--- src/rtl/state_mux_reg_if.sv ---
// Request/response bundle for state_mux_reg: source states and select in,
// registered state out. Optional XOR ports exist only with STATE_MUX_XOR_EN.
interface state_mux_reg_if #(
    parameter int unsigned NUM_SRC = 2,
    parameter int unsigned WORDS   = 5,
    parameter int unsigned WIDTH   = 64
);
    localparam int unsigned SEL_W = $clog2(NUM_SRC);

    logic [NUM_SRC*WORDS*WIDTH-1:0] src_i;
    logic [SEL_W-1:0]               sel_i;
    logic                           valid_i;
    logic                           ready_o;
`ifdef STATE_MUX_XOR_EN
    logic                           xor_en_i;
    logic [WIDTH-1:0]               xor_data_i;
`endif
    logic [WORDS*WIDTH-1:0]         state_o;
    logic                           valid_o;
    logic                           ready_i;

`ifdef STATE_MUX_XOR_EN
    modport slave (
        input  src_i, sel_i, valid_i, xor_en_i, xor_data_i, ready_i,
        output ready_o, state_o, valid_o
    );
    modport master (
        output src_i, sel_i, valid_i, xor_en_i, xor_data_i, ready_i,
        input  ready_o, state_o, valid_o
    );
`else
    modport slave (
        input  src_i, sel_i, valid_i, ready_i,
        output ready_o, state_o, valid_o
    );
    modport master (
        output src_i, sel_i, valid_i, ready_i,
        input  ready_o, state_o, valid_o
    );
`endif
endinterface

--- src/rtl/state_mux_reg.sv ---
// Registered NUM_SRC-way ASCON state selector with optional lane XOR injection
// (STATE_MUX_XOR_EN) and a valid/ready output stage backed by a one-entry skid.
module state_mux_reg #(
    parameter int unsigned NUM_SRC  = 2,
    parameter int unsigned WORDS    = 5,
    parameter int unsigned WIDTH    = 64,
    parameter int unsigned XOR_WORD = 0
) (
    input  logic                  clock_i,
    input  logic                  resetb_i,
    state_mux_reg_if.slave        bus,
    output logic                  err_o,
    output logic [15:0]           xfer_cnt_o
);
    localparam int unsigned SEL_W   = $clog2(NUM_SRC);
    localparam int unsigned STATE_W = WORDS * WIDTH;

    typedef enum logic [1:0] {
        EMPTY = 2'd0,
        ONE   = 2'd1,
        FULL  = 2'd2
    } buf_state_e;

    buf_state_e         state_q;
    buf_state_e         state_d;

    logic [STATE_W-1:0] sel_state;
    logic               sel_bad;
    logic               accept;
    logic               xfer;

    logic               load_main_new;
    logic               load_main_skid;
    logic               load_skid;

    logic [STATE_W-1:0] main_q;
    logic [STATE_W-1:0] skid_q;
    logic               err_q;
    logic [15:0]        cnt_q;

    // XOR_WORD has to name an existing lane even when injection is compiled out.
    if (XOR_WORD >= WORDS) begin : g_xor_word_out_of_range
    end

    // Handshakes depend on registered state only, never on ready_i for ready_o.
    assign accept = bus.valid_i && (state_q != FULL);
    assign xfer   = (state_q != EMPTY) && bus.ready_i;

    // Out-of-range selects can only exist when NUM_SRC is not a power of two.
    if (NUM_SRC == (1 << SEL_W)) begin : g_sel_full
        assign sel_bad = 1'b0;
    end else begin : g_sel_partial
        localparam logic [SEL_W-1:0] LAST_SEL = SEL_W'(NUM_SRC - 1);
        assign sel_bad = (bus.sel_i > LAST_SEL);
    end

    always_comb begin
        sel_state = bus.src_i[STATE_W-1:0];
        for (int unsigned k = 1; k < NUM_SRC; k++) begin
            if (bus.sel_i == SEL_W'(k)) begin
                sel_state = bus.src_i[k*STATE_W +: STATE_W];
            end
        end
`ifdef STATE_MUX_XOR_EN
        if (bus.xor_en_i) begin
            sel_state[XOR_WORD*WIDTH +: WIDTH] =
                sel_state[XOR_WORD*WIDTH +: WIDTH] ^ bus.xor_data_i;
        end
`endif
    end

    always_ff @(posedge clock_i or negedge resetb_i) begin
        if (!resetb_i) begin
            state_q <= EMPTY;
        end else begin
            state_q <= state_d;
        end
    end

    always_comb begin
        state_d = state_q;
        case (state_q)
            EMPTY: begin
                if (accept) state_d = ONE;
            end
            ONE: begin
                if (accept && !xfer)      state_d = FULL;
                else if (!accept && xfer) state_d = EMPTY;
            end
            FULL: begin
                if (xfer) state_d = ONE;
            end
            default: state_d = EMPTY;
        endcase
    end

    always_comb begin
        bus.valid_o    = (state_q != EMPTY);
        bus.ready_o    = (state_q != FULL);
        load_main_new  = 1'b0;
        load_main_skid = 1'b0;
        load_skid      = 1'b0;
        case (state_q)
            EMPTY: begin
                load_main_new = accept;
            end
            ONE: begin
                load_main_new = accept && xfer;
                load_skid     = accept && !xfer;
            end
            FULL: begin
                load_main_skid = xfer;
            end
            default: ;
        endcase
    end

    always_ff @(posedge clock_i or negedge resetb_i) begin
        if (!resetb_i) begin
            main_q <= '0;
            skid_q <= '0;
            err_q  <= 1'b0;
            cnt_q  <= '0;
        end else begin
            if (load_main_new) begin
                main_q <= sel_state;
            end else if (load_main_skid) begin
                main_q <= skid_q;
            end

            if (load_skid) begin
                skid_q <= sel_state;
            end else if (load_main_skid) begin
                skid_q <= '0;
            end

            if (accept && sel_bad) begin
                err_q <= 1'b1;
            end

            if (xfer) begin
                cnt_q <= cnt_q + 16'd1;
            end
        end
    end

    assign bus.state_o = main_q;
    assign err_o       = err_q;
    assign xfer_cnt_o  = cnt_q;

endmodule

--- src/flat_wrapper.sv ---
// flat-port wrapper written by rule: the top's interface ports become plain ports
module state_mux_reg_flat 
#(
    parameter int unsigned NUM_SRC  = 2,
    parameter int unsigned WORDS    = 5,
    parameter int unsigned WIDTH    = 64,
    parameter int unsigned XOR_WORD = 0
)
  (clock_i, resetb_i, err_o, xfer_cnt_o, bus_src_i, bus_sel_i, bus_valid_i, bus_ready_i, bus_ready_o, bus_state_o, bus_valid_o);
  state_mux_reg_if #(.NUM_SRC(NUM_SRC), .WORDS(WORDS), .WIDTH(WIDTH)) bus_i ();
  input  logic clock_i;
  input  logic resetb_i;
  output logic err_o;
  output logic [15:0] xfer_cnt_o;
  input wire logic [$bits(bus_i.src_i)-1:0] bus_src_i;
  input wire logic [$bits(bus_i.sel_i)-1:0] bus_sel_i;
  input wire logic [$bits(bus_i.valid_i)-1:0] bus_valid_i;
  input wire logic [$bits(bus_i.ready_i)-1:0] bus_ready_i;
  output wire logic [$bits(bus_i.ready_o)-1:0] bus_ready_o;
  output wire logic [$bits(bus_i.state_o)-1:0] bus_state_o;
  output wire logic [$bits(bus_i.valid_o)-1:0] bus_valid_o;
  assign bus_i.src_i = bus_src_i;
  assign bus_i.sel_i = bus_sel_i;
  assign bus_i.valid_i = bus_valid_i;
  assign bus_i.ready_i = bus_ready_i;
  assign bus_ready_o = bus_i.ready_o;
  assign bus_state_o = bus_i.state_o;
  assign bus_valid_o = bus_i.valid_o;
  state_mux_reg #(.NUM_SRC(NUM_SRC), .WORDS(WORDS), .WIDTH(WIDTH), .XOR_WORD(XOR_WORD)) u_core (.clock_i(clock_i), .resetb_i(resetb_i), .bus(bus_i), .err_o(err_o), .xfer_cnt_o(xfer_cnt_o));
endmodule
--- config.mk ---
export PLATFORM = sky130hd
export DESIGN_NAME = state_mux_reg_flat
export DESIGN_NICKNAME = d
export VERILOG_FILES = /design/src/rtl/state_mux_reg_if.sv /design/src/rtl/state_mux_reg.sv /design/src/flat_wrapper.sv
export SDC_FILE = /design/constraint.sdc
export NUM_CORES = 1
export LEC_CHECK = 0
export ABC_AREA = 0
export CORE_AREA = 2 2 382 384
export CTS_BUF_LIST = sky130_fd_sc_hd__clkbuf_4 sky130_fd_sc_hd__clkbuf_8
export DETAILED_ROUTE_END_ITERATION = 6
export DIE_AREA = 0 0 384 386
export PLACE_DENSITY_LB_ADDON = 0.05
export SYNTH_ARGS = -nofsm -noshare
export SYNTH_HDL_FRONTEND = slang
export SYNTH_SLANG_ARGS = --single-unit
export TNS_END_PERCENT = 50
--- constraint.sdc ---
create_clock -name clock_i -period 3 [get_ports clock_i]
set_input_delay 0.3 -clock clock_i [delete_from_list [all_inputs] [get_ports clock_i]]
set_output_delay 0.3 -clock clock_i [all_outputs]
set_load 0.01 [all_outputs]
# After elaboration in Yosys (flattened, before gate mapping)
# Index checks and enable logic that the tools add are counted.
[classes] add_sub_neg=1 eq_ne=6 mux=13 n_reduce_logical=12
[op_table] cell="320-bit 2-to-1 mux" n=5
[op_table] cell="16-bit by 1-bit adder with 16-bit output, second input constant" n=1
[op_table] cell="2-bit 2-to-1 mux" n=4
[op_table] cell="2-bit case mux with 3 select lines" n=1
[op_table] cell="2-bit nonzero test" n=3
[op_table] cell="1-bit logical AND" n=5
[op_table] cell="2-bit by 1-bit inequality test with 1-bit output, second input constant" n=2
[op_table] cell="3-bit by 1-bit inequality test with 1-bit output, second input constant" n=1
[op_table] cell="3-bit AND reduction" n=1
[op_table] cell="2-bit by 1-bit equality test with 1-bit output, second input constant" n=1
[op_table] cell="2-bit equality test, second input constant" n=1
[op_table] cell="1-bit logical NOT" n=2
[op_table] cell="2-bit logical NOT" n=1
[op_table] cell="1-bit 2-to-1 mux" n=2
[op_table] cell="2-bit inequality test, second input constant" n=1
[op_table] cell="1-bit case mux with 2 select lines" n=1
[totals] regBits=658 word_cells=36

# Depth between registers and ports, before layout
[logic_depth] word_depth=7 depth_mapped=10

# Worst setup path before layout
# Ideal clock, no wire load.
[synth_timing] kind="input -> register" start="input bus_sel_i" end="register u_core.main_q[312], in the netlist u_core.bus.state_o[312]" t_arrival_ns=1.719 required_time_ns=2.873 setup_slack_ns=1.154 cell_stages=6 cell_sequence="clkbuf_1 buf_2 clkbuf_1 mux2i_1 a21oi_1 mux2_1"
[synth_via] elab_chain_len=2
[synth_lines] item="start, declared" line="flat_wrapper.sv:16" rtl="input wire logic [$bits(bus_i.sel_i)-1:0] bus_sel_i;"
[synth_lines] item="320-bit 2-to-1 mux" line="state_mux_reg.sv:60" rtl="if (bus.sel_i == SEL_W'(k)) begin"
[synth_lines] item="320-bit 2-to-1 mux" line="state_mux_reg.sv:125" rtl="if (load_main_new) begin"
[synth_lines] item="end signal, assigned" line="state_mux_reg.sv:126" rtl="main_q <= sel_state;"
[synth_lines] item="end signal, assigned" line="state_mux_reg.sv:128" rtl="main_q <= skid_q;"
[synth_lines] item="end, declared" line="state_mux_reg.sv:36" rtl="logic [STATE_W-1:0] main_q;"
# Every way passes these cells.
# A chain may end at the register's enable or synchronous reset.

# Worst setup path after layout
[layout_timing] start="register u_core.state_q[0]" end="output bus_ready_o"
[layout_via] elab_chain_len=1
[layout_lines] item="start, declared" line="state_mux_reg.sv:24" rtl="buf_state_e state_q;"
[layout_lines] item="start signal, assigned" line="state_mux_reg.sv:76" rtl="state_q <= state_d;"
[layout_lines] item="2-bit inequality test" line="state_mux_reg.sv:99" rtl="bus.ready_o = (state_q != FULL);"
[layout_lines] item="end, declared" line="flat_wrapper.sv:19" rtl="output wire logic [$bits(bus_i.ready_o)-1:0] bus_ready_o;"
# Every way passes these cells.

==> flow_summary_export.csv <==
group,metric,value,unit
worst_setup_path,crit_path_end_kind,"primary output",
placement,placedInstanceArea,44400,µm²
routing,drc,0,
die,ios,984,
synth,post_synthesis_sequential_element_count,658,
worst_setup_path,critical_path_peak_fanout,7,
die,design.die.area,148000,µm²
clock_network,ctsHoldBuffers,3,
routing,wl,124000,µm
timing,finalHoldWorstSlack,146,ps
min_path,holdCritPathClass,"input port to flop",
synth,synth_nets,3149,
synth,yosysSeqAreaShare,0.517,
layout,layout_cells_sized_above_1,0.177,
grt,grt_overflow_total,0,
synth,postSynth.topFlopCell,"sky130_fd_sc_hd__dfrtp_1",
die,core_area,145000,µm²
synth,synth-edff-count,0,
synth,yosysUniqueCellTypes,30,
routing,first_pass_iters,5,
clock_network,cts_tree,"built",
clock_network,tritoncts_num_sinks,658,
worst_setup_path,path_class,"flop to primary output",
timing,timing_max_transition_violations_final,0,
synth,netlist_instances,2503,
die,die_x,384,µm
timing,tightest_pin_transition,947,ps
routing,postRouteAntennaNets,0,
layout,flow.area_growth_from_synthesis,47.5,%
routing,via_count,23700,
clock_network,post_cts.repair.setup_buffers,0,
timing,fin_crit,2700,ps
clock_network,cts_root_buffer,"sky130_fd_sc_hd__clkbuf_8",
routing,avgViaCountPerCell,4.27,
placement,finalWeightedCongestion,0.813,
synth,synth.avg_cell_area,12.7,µm²
layout,multi_input_comb_area,13200,µm²
grt,grt_antenna_before_repair,3,
placement,buffer_ports.inserted,982,
grt,gr-usage-all-layers,0.163,
clock_network,worst_skew_pair.late_latency,830,ps
timing,timing_hold_violations_final,0,
grt,grt_first_pass_wirelength,179000,µm
clock_network,clkTransAtPathRegs,50,ps
clock_network,cts-buffers-inserted,135,
synth,yosysWarnings,0,
timing,slew_headroom,0.367,
die,placement_rows,140,
power,total_power,39.1,mW
clock_network,cts-htree-levels,4,
layout,nFillCells,14600,
timing,grt_setup_unrepaired,"no",
routing,drt-initial-drc-count,933,
clock_network,cts_resized,0,
worst_setup_path,worstSetupStartpointType,"flop",
worst_setup_path,critical_path.max_stage_delay,590,ps
worst_setup_path,timing.critical_path.slowest_stage_cell,"sky130_fd_sc_hd__clkdlybuf4s50_1",
timing,post-route-period-util,0.898,
synth,synthArstFlopShare,1.00,
layout,final_net_count,4196,
grt,maximum_number_of_pins_on_one_net_before_global_route_repair,77,
run,max_cap_violations,0,
run_status,outcome,"finished, final reports clean",
worst_setup_path,critPathRequiredTime,2700,ps
power,power_density,831,nW/µm²
layout,footprint_of_the_flip_flops_and_latches,16500,µm²
worst_setup_path,cp_cell_sequence,"nor2b_1 -> inv_1 -> clkdlybuf4s50_1",
placement,final_hpwl_from_detailed_placement,92300,µm
timing,finClkSkew,23.4,ps
die,vert_die_dim,386,µm
power,ir_drop,0.000336,V
synth,netlist_area,31900,µm²
power,total_leakage_power,21.0,nW
timing,fin_setup_tns,0,ps
clock_network,clockBufferDepth,3,
grt,first_global_vias,26000,
timing,maximum_clock_frequency,371,MHz
routing,routed_wire_length_per_instance,22.4,µm
die,floorplan.initialDensity,0.221,
timing,final-setup-viol-count,0,
layout,fin_area,47000,µm²
worst_setup_path,cp_data_arrival_time,2400,ps
-- per-layer routing --
| layer | global-route usage | wire (µm) | share of wire |
|---|---|---|---|
| met1 | 0.192 | 50500 | 0.41 |
| met2 | 0.284 | 62900 | 0.50 |
| met3 | 0.0536 | 8700 | 0.070 |
| met4 | 0.0426 | 2450 | 0.020 |
| met5 | 0 | 11 | 0.000088 |
-- cells in the mapped netlist (14+ instances only) --
cell	instances	share of area
sky130_fd_sc_hd__a21oi_1	38	0.0060
sky130_fd_sc_hd__a22o_1	303	0.083
sky130_fd_sc_hd__mux2i_1	623	0.20
sky130_fd_sc_hd__mux2_2	303	0.11
sky130_fd_sc_hd__o2bb2ai_1	17	0.0047
sky130_fd_sc_hd__dfrtp_1	658	0.52
sky130_fd_sc_hd__clkbuf_1	58	0.0068
sky130_fd_sc_hd__buf_6	36	0.013
sky130_fd_sc_hd__buf_2	74	0.012
sky130_fd_sc_hd__inv_1	305	0.036
sky130_fd_sc_hd__buf_1	14	0.0016
sky130_fd_sc_hd__mux2_1	17	0.0060
-- report_power, final --
part	total (mW)	switching, mW	internal [mW]
Sequential	14.7	2.11	12.6
Combinational	15.0	6.99	8.01
Clock	9.34	4.13	5.21
Total	39.1	13.2	25.8
-- registers in the layout, indices dropped and copies added (netlist names) --
register and flops:
u_core.skid_q 320, u_core.state_q 2, u_core.xfer_cnt_o 16, u_core.bus.state_o 320
-- kinds of logic after synthesis --
| logic type | count (synthesis) | share of synthesized area |
|---|---|---|
| xor+xnor | 15 | 0.00412 |
| fa+ha+maj | 1 | 0.000393 |
| mux | 943 | 0.309 |
| buf+inv | 489 | 0.0692 |
| other cells | 1 | 0.000118 |
| simple gates | 35 | 0.00620 |
| compound gates | 361 | 0.0945 |
| flops | 658 | 0.517 |
-- cell usage in the layout (no fill, tap or decap), types with 4 or more instances in the layout --
master	instances
sky130_fd_sc_hd__clkbuf_8	154
sky130_fd_sc_hd__a21oi_1	37
sky130_fd_sc_hd__dfrtp_1	658
sky130_fd_sc_hd__buf_4	71
sky130_fd_sc_hd__buf_12	39
sky130_fd_sc_hd__xnor2_1	13
sky130_fd_sc_hd__mux2_1	17
sky130_fd_sc_hd__o2bb2ai_1	17
sky130_fd_sc_hd__inv_1	305
sky130_fd_sc_hd__nand3_1	4
sky130_fd_sc_hd__clkbuf_4	46
sky130_fd_sc_hd__nand2_1	9
sky130_fd_sc_hd__clkdlybuf4s50_1	980
sky130_fd_sc_hd__mux2i_1	623
sky130_fd_sc_hd__mux2_2	303
sky130_fd_sc_hd__a22o_1	303
sky130_fd_sc_hd__clkinv_2	11
sky130_fd_sc_hd__clkinvlp_4	5
sky130_fd_sc_hd__nand4_1	6
-- worst paths after layout --
check                                               endpoint  slack [ps]  cells past startpoint                         startpoint
max                                              bus_ready_o         300                      3      u_core.state_q[0]$_DFFE_PN0P_
min                           u_core.skid_q[311]$_DFFE_PN0P_         150                      3                          bus_sel_i
max reg2reg                   u_core.skid_q[162]$_DFFE_PN0P_         820                      6      u_core.state_q[1]$_DFFE_PN0P_
min reg2reg                u_core.xfer_cnt_o[15]$_DFFE_PN0P_         480                      1  u_core.xfer_cnt_o[15]$_DFFE_PN0P_
max in group asynchronous     u_core.skid_q[286]$_DFFE_PN0P_        1460                      5                           resetb_i
min in group asynchronous     u_core.skid_q[196]$_DFFE_PN0P_         610                      3                           resetb_i
-- critical path: cells and delay by family, from the launching register on --
kind / cells / cell delay, ps
buffers and inverters: 2 / 660
flip-flops: 1 / 480
AND/OR/NAND/NOR: 1 / 440
-- stage by stage --
step           utilization  setup slack [ps]  instances
3_5_place_dp         0.307               425       5327
5_1_grt              0.325              81.4       5551
4_1_cts              0.325               141       5550
3_3_place_gp         0.307               406       5327
6_report             0.325               305       5551
2_1_floorplan            -              1150       2503
-- final cells by class --
cell class | count | share of cell area
Timing Repair Buffer | 1094 | 0.238
Sequential cell | 658 | 0.350
Multi-Input combinational cell | 1356 | 0.281
Tap cell | 1917 | 0.0510
Antenna cell | 1 | 0.0000532
Clock inverter | 20 | 0.00277
Clock buffer | 200 | 0.0524
Inverter | 305 | 0.0244
Power figures use the tool's default switching activity.
